**config.mk**
```make
export PLATFORM = sky130hd
export DESIGN_NAME = avalon_to_axi4_master
export DESIGN_NICKNAME = d
export VERILOG_FILES = /design/src/rtl/avalon_to_axi4_master.sv
export SDC_FILE = /design/constraint.sdc
export NUM_CORES = 1
export LEC_CHECK = 0
export CAP_MARGIN = 15
export CORE_ASPECT_RATIO = 0.5
export CORE_UTILIZATION = 33
export CTS_CLUSTER_SIZE = 40
export DETAILED_ROUTE_END_ITERATION = 10
export GPL_ROUTABILITY_DRIVEN = 0
export PLACE_DENSITY = 0.77
export SLEW_MARGIN = 20
export SYNTH_ARGS = -nofsm -noshare
export SYNTH_HDL_FRONTEND = slang
export SYNTH_SLANG_ARGS = --single-unit
```
**constraint.sdc**
```tcl
create_clock -name axi_aclk -period 1.55 [get_ports axi_aclk]
set_input_delay 0.155 -clock axi_aclk [delete_from_list [all_inputs] [get_ports axi_aclk]]
set_output_delay 0.155 -clock axi_aclk [all_outputs]
set_load 0.02 [all_outputs]
```
**src/rtl/avalon_to_axi4_master.sv**
```systemverilog
// Avalon-MM slave to AXI4 master bridge: single-beat 32-bit transfers, one outstanding transaction.
// Avalon requests are registered in IDLE, replayed on AXI, and acknowledged with a one-cycle ACK.
module avalon_to_axi4_master #(
  parameter logic [7:0] AXI_ID = 8'h00
) (
  input  logic        axi_aclk,
  input  logic        axi_aresetn,
  // Avalon-MM slave side
  input  logic        avl_cs,
  input  logic        avl_write,
  input  logic        avl_read,
  input  logic [31:0] avl_addr,
  input  logic [31:0] avl_writedata,
  input  logic [3:0]  avl_byteenable,
  output logic [31:0] avl_readdata,
  output logic        avl_waitrequest,
  output logic        avl_readdatavalid,
  output logic [1:0]  avl_response,
  // AXI4 write address
  output logic [7:0]  m_axi_awid,
  output logic [31:0] m_axi_awaddr,
  output logic [7:0]  m_axi_awlen,
  output logic [2:0]  m_axi_awsize,
  output logic [1:0]  m_axi_awburst,
  output logic [1:0]  m_axi_awlock,
  output logic [3:0]  m_axi_awcache,
  output logic [2:0]  m_axi_awprot,
  output logic [3:0]  m_axi_awqos,
  output logic        m_axi_awvalid,
  input  logic        m_axi_awready,
  // AXI4 write data
  output logic [31:0] m_axi_wdata,
  output logic [3:0]  m_axi_wstrb,
  output logic        m_axi_wlast,
  output logic        m_axi_wvalid,
  input  logic        m_axi_wready,
  // AXI4 write response
  input  logic [7:0]  m_axi_bid,
  input  logic [1:0]  m_axi_bresp,
  input  logic        m_axi_bvalid,
  output logic        m_axi_bready,
  // AXI4 read address
  output logic [7:0]  m_axi_arid,
  output logic [31:0] m_axi_araddr,
  output logic [7:0]  m_axi_arlen,
  output logic [2:0]  m_axi_arsize,
  output logic [1:0]  m_axi_arburst,
  output logic [1:0]  m_axi_arlock,
  output logic [3:0]  m_axi_arcache,
  output logic [2:0]  m_axi_arprot,
  output logic [3:0]  m_axi_arqos,
  output logic        m_axi_arvalid,
  input  logic        m_axi_arready,
  // AXI4 read data
  input  logic [7:0]  m_axi_rid,
  input  logic [31:0] m_axi_rdata,
  input  logic [1:0]  m_axi_rresp,
  input  logic        m_axi_rlast,
  input  logic        m_axi_rvalid,
  output logic        m_axi_rready
);

  typedef enum logic [2:0] {IDLE, WR, WAIT_B, RD, WAIT_R, ACK} state_t;

  state_t      state, state_nxt;
  logic [31:0] addr_q;
  logic [31:0] wdata_q;
  logic [3:0]  strb_q;
  logic        is_read_q;
  logic        aw_done;
  logic        w_done;

  // Single-beat transfers: IDs and returned-beat qualifiers carry no information here.
  logic unused_inputs;
  assign unused_inputs = ^{avl_addr[1:0], m_axi_bid, m_axi_rid, m_axi_rlast};

  assign m_axi_awid    = AXI_ID;
  assign m_axi_awaddr  = addr_q;
  assign m_axi_awlen   = 8'h00;
  assign m_axi_awsize  = 3'b010;
  assign m_axi_awburst = 2'b01;
  assign m_axi_awlock  = 2'b00;
  assign m_axi_awcache = 4'b0011;
  assign m_axi_awprot  = 3'b000;
  assign m_axi_awqos   = 4'h0;
  assign m_axi_wdata   = wdata_q;
  assign m_axi_wstrb   = strb_q;
  assign m_axi_wlast   = 1'b1;

  assign m_axi_arid    = AXI_ID;
  assign m_axi_araddr  = addr_q;
  assign m_axi_arlen   = 8'h00;
  assign m_axi_arsize  = 3'b010;
  assign m_axi_arburst = 2'b01;
  assign m_axi_arlock  = 2'b00;
  assign m_axi_arcache = 4'b0011;
  assign m_axi_arprot  = 3'b000;
  assign m_axi_arqos   = 4'h0;

  // NOTE: sequential state uses non-blocking (<=) so every flop samples pre-edge values.
  always_ff @(posedge axi_aclk or negedge axi_aresetn) begin
    if (!axi_aresetn) state <= IDLE;
    else              state <= state_nxt;
  end

  // NOTE: every output of this block gets a default first, so no path can infer a latch.
  always_comb begin
    state_nxt         = state;
    m_axi_awvalid     = 1'b0;
    m_axi_wvalid      = 1'b0;
    m_axi_bready      = 1'b0;
    m_axi_arvalid     = 1'b0;
    m_axi_rready      = 1'b0;
    avl_waitrequest   = 1'b1;
    avl_readdatavalid = 1'b0;
    case (state)
      IDLE: begin
        if (avl_cs && avl_write)     state_nxt = WR;
        else if (avl_cs && avl_read) state_nxt = RD;
      end
      WR: begin
        // AW and W complete independently; leave once both have handshaken.
        m_axi_awvalid = !aw_done;
        m_axi_wvalid  = !w_done;
        if ((aw_done || m_axi_awready) && (w_done || m_axi_wready)) state_nxt = WAIT_B;
      end
      WAIT_B: begin
        m_axi_bready = 1'b1;
        if (m_axi_bvalid) state_nxt = ACK;
      end
      RD: begin
        m_axi_arvalid = 1'b1;
        if (m_axi_arready) state_nxt = WAIT_R;
      end
      WAIT_R: begin
        m_axi_rready = 1'b1;
        if (m_axi_rvalid) state_nxt = ACK;
      end
      ACK: begin
        avl_waitrequest   = 1'b0;
        avl_readdatavalid = is_read_q;
        state_nxt         = IDLE;
      end
      default: state_nxt = IDLE;
    endcase
  end

  always_ff @(posedge axi_aclk or negedge axi_aresetn) begin
    if (!axi_aresetn) begin
      addr_q       <= '0;
      wdata_q      <= '0;
      strb_q       <= '0;
      is_read_q    <= 1'b0;
      aw_done      <= 1'b0;
      w_done       <= 1'b0;
      avl_readdata <= '0;
      avl_response <= '0;
    end else begin
      case (state)
        IDLE: begin
          aw_done <= 1'b0;
          w_done  <= 1'b0;
          // Write has priority when both requests are raised together.
          if (avl_cs && avl_write) begin
            addr_q    <= {avl_addr[31:2], 2'b00};
            wdata_q   <= avl_writedata;
            strb_q    <= avl_byteenable;
            is_read_q <= 1'b0;
          end else if (avl_cs && avl_read) begin
            addr_q    <= {avl_addr[31:2], 2'b00};
            is_read_q <= 1'b1;
          end
        end
        WR: begin
          if (m_axi_awvalid && m_axi_awready) aw_done <= 1'b1;
          if (m_axi_wvalid && m_axi_wready)   w_done  <= 1'b1;
        end
        WAIT_B: begin
          if (m_axi_bvalid) avl_response <= m_axi_bresp;
        end
        WAIT_R: begin
          if (m_axi_rvalid) begin
            avl_readdata <= m_axi_rdata;
            avl_response <= m_axi_rresp;
          end
        end
        default: ;
      endcase
    end
  end

endmodule

```
# Word level (Yosys, flattened, before mapping)
# Index checks and enable logic that the tools add are counted.
# Widths: inputs -> output; s select.
# totals
register_bits	108
input_bits	131
output_inout_bits	210
# op_classes
n_eq_ne	12
mux	25
reduce_logical	20
# op_table
op	count
$mux 32	2
$mux 3	6
$pmux 3 s5	1
$ne 2x2->1 const B	6
$mux 1	11
$reduce_and 2->1	5
$eq 3x2->1 const B	2
$eq 3x3->1 const B	2
$reduce_bool 2->1	3
$logic_and 1x1->1	5
$reduce_and 5->1	1
$mux 2	2
$pmux 1 s2	2
$pmux 2 s2	1
$eq 3x1->1 const B	1
$logic_not 3->1	1
$ne 3x3->1 const B	1
$reduce_and 3->1	1
$logic_not 1->1	2
$logic_or 1x1->1	2

# Logic depth before layout (Yosys ltp)
# depth
word_depth	5
mapped_depth	6
depth_no_buf	4

# Worst setup path after synthesis
# OpenSTA, ideal clock, no wires.
# synth_path
path_kind	reg-to-reg
start	register state[1]
end	register avl_readdata[0]
arrival_ps	1629
required_time_ps	1425
path_slack_ps	-205
path_stages_with_launch	7
n_path_buf	3
synth_period_minus_slack_ps	1755
cell_sequence	dfrtp_1 buf_2 nor3b_4 and2_1 buf_6 buf_12 mux2_4
# synth_via
elab_chain_cells	2
# synth_lines
item	line_no	source
from (decl)	65	state_t state, state_nxt;
from (signal assigned)	103	else state <= state_nxt;
$eq 3x3->1	159	case (state)
$reduce_and 2->1 (no line)	-	
to (signal assigned)	183	avl_readdata <= m_axi_rdata;
to (decl)	15	output logic [31:0] avl_readdata,
# No other way between the ends.
# A chain may end at the register's enable or synchronous reset.

# Worst setup path in the final report
# layout_path
start	register state[2]
end	register addr_q[2] (netlist: m_axi_araddr[2])
# layout_via
elab_chain_cells	2
# layout_lines
item	line_no	source
$logic_not 3->1	159	
$reduce_and 2->1 (no line)	-	
to (signal assigned)	165	addr_q <= {avl_addr[31:2], 2'b00};
to (signal assigned)	170	addr_q <= {avl_addr[31:2], 2'b00};
to (decl)	66	logic [31:0] addr_q;
# No other way between the ends.

==> key figures <==
Clock network
  – CTS buffer count: 9
  – Worst-path clk slew: 0.07 ns
  – CTS tree: built
  – H-tree levels: 3
  – Clk sink count: 106
  – Buffer depth of the longest clock path: 2
  – Root Driver: clkbuf_16
  – Clock latency on the worst-skew pair: 0.34 ns

Pwr
  – Leakage: 4.08 nW
  – Pwr Total: 0.0184 W
  – Max VDD drop: 0.814 mV
  – Pwr dens: 2160 nW/um2

Place
  – Port Buf Inserts: 248
  – Post-Place Setup Slack: -0.340 ns
  – DP Area: 7590 um2
  – Final HPWL DP: 10.3 mm

Route
  – Initial DRC Count: 137
  – First-pass iteration count of the detailed router: 10
  – Vias per cell: 4.18
  – # DRC: 11
  – DR WL/cell: 17.6 um
  – Final wirelength: 14.7 mm
  – Antenna Nets Post-Route: 0
  – Via count: 3492

Synth
  – Syn_area_per_cell: 14.4 um2
  – Synth top area share: 50.8%
  – Yosys synthesis warning count: 0
  – Synth top area cells: dfrtp_1, mux2_4, buf_4
  – Dominant cell type by area after synthesis: dfrtp_1
  – Register area share after synthesis: 50.8%
  – Syn Inst Count: 364
  – Unique masters post-synth: 30
  – Synthesized area: 5220 um2
  – #FFs+latches synth: 106

Setup path
  – Worst Path Required: 1.77 ns
  – FF-to-FF setup slack: -0.16 ns
  – RR Startpoint: state[2]
  – Worst Path Max Fanout: 5
  – Startpoint types: register
  – Reg2Reg Depth: 6
  – Worst setup EP type: register
  – WS Path Type: reg2reg
  – CP arrival: 1.93 ns
  – Worst r2r dst: m_axi_araddr[2]

GRT
  – Largest net degree at the start of global routing: 49
  – Gr usage total: 17.5%
  – Vias in the first global route: 3700
  – Initial antenna violation count: 0
  – Global-route wire length before repair: 21.8 mm
  – Grt total ovfl: 0

Die
  – Row count: 32
  – Die Wd: 180 um
  – Die Ht: 91.0 um
  – Initial Utilization: 33.9%
  – Core Area: 15400 um2
  – Num ports: 341
  – Die area: 16400 um2

STA
  – Crit path time final: 1.71 ns
  – Fin worst setup slack: -0.155 ns
  – RSZ-0062 raised after global routing: true
  – Final setup fails: 105
  – Final hold vios: 0
  – Setup Skew: 0.00529 ns
  – Slew Viols, Final: 0
  – Tcrit/Tclk final: 110%
  – Fmax: 586 MHz
  – Fin Hold WS: 0.219 ns

Final layout
  – Area growth, synth to finish: 63.4%
  – # fillers: 1231
  – Design area: 8540 um2
  – Most frequent cells in the layout: clkdlybuf4s50_1, dfrtp_1, mux2_4
  – Most common cell after layout, fill and taps aside: clkdlybuf4s50_1
  – Ant diodes: 0
  – Layout Utilization: 55.4%
  – NumNets Final: 758
  – Share of cells above drive strength 1: 30.0%

Worst hold path
  – Hold WC Path Type: in2async

Run
  – Maxcap violations: 0

Outcome
  – Outcome: complete, but fails checks
  – Failing checks: DRC, setup timing
[sequential cells by signal, summed over array words and instances, names as in the netlist]
register,cells
avl_response,2
is_read_q,1
aw_done,1
m_axi_wdata,32
m_axi_wstrb,4
state,3
m_axi_araddr,30
avl_readdata,32
w_done,1
[per-stage QoR]
| step | instances | TNS (ns) |
|---|---|---|
| after floorplan | 435 | -8.26 |
| after global placement | 800 | -20.21 |
| after detailed placement | 800 | -22.28 |
| after CTS | 832 | -9.28 |
| after global routing | 835 | -13.23 |
| final | 835 | -8.92 |
[cells by family (layout without fill, tap and decap cells)]
logic type,Yosys count,count (layout),synth area share (%)
buffers and inverters,118,314,18.1
other,2,73,0.144
muxes,104,104,26.6
AOI/OAI and AO/OA,9,9,1.10
DFF,106,106,50.8
and+or+nand+nor,25,25,3.21
[critical path, cell delays in order, from the launching register on]
cell,delay (ns)
dfrtp_2,0.43
buf_6,0.12
nor4_4,0.22
and2b_4,0.23
buf_12,0.13
clkbuf_16,0.15
mux2_4,0.29
[cells in the mapped netlist, drive strengths merged]
library cell / count
mux2i: 1
dfrtp: 106
nor2: 7
nand3: 1
nand3b: 3
a21o: 1
conb: 2
nor2b: 1
buf: 116
or2b: 1
mux2: 103
nor3: 1
inv: 2
nor4: 1
and2b: 1
o221ai: 1
nand2: 5
o21a: 1
nor3b: 2
o21ai: 1
a21oi: 4
o311ai: 1
and2: 2
[power breakdown]
| part | switching [W] | internal (W) | total, W |
|---|---|---|---|
| Clock | 0.00104 | 0.00162 | 0.00266 |
| Combinational | 0.00460 | 0.00596 | 0.0106 |
| Sequential | 0.00101 | 0.00419 | 0.00520 |
| Total | 0.00665 | 0.0118 | 0.0184 |
[layer usage]
layer	routed length, um	GRT usage [%]
met1	5910	20.6
met2	7970	32.2
met3	501	3.33
met4	330	5.75
met5	0	0
[layout make-up]
cell class | count | area, um2 | share of cell area [%]
Multi-Input combinational cell | 211 | 2080 | 24.4
Inverter | 2 | 7.51 | 0.0880
Sequential cell | 106 | 2660 | 31.1
Tap cell | 204 | 255 | 2.99
Timing Repair Buffer | 297 | 3190 | 37.4
Clock inverter | 4 | 98.8 | 1.16
Clock buffer | 11 | 243 | 2.84
[repair_timing]
action,4_1_cts,5_1_grt
hold buffers,1,0
cloned,6,3
setup endpoints to repair,112,127
endpoints found under the hold margin,35,0
pin swaps,3,4
buffers inserted,11,6
gates resized for setup,78,62
[worst max-delay path by stage]
stage                        start          endpoint  slack, ns
after global placement      avl_cs  m_axi_araddr[19]      -0.30
after detailed placement    avl_cs  m_axi_araddr[20]      -0.34
after CTS                 state[1]   m_axi_araddr[2]      -0.15
after global routing      state[2]   m_axi_araddr[2]      -0.20
after floorplan           state[1]   avl_readdata[0]      -0.20
final                     state[2]   m_axi_araddr[2]      -0.16
(Power assumes the default switching activity.)
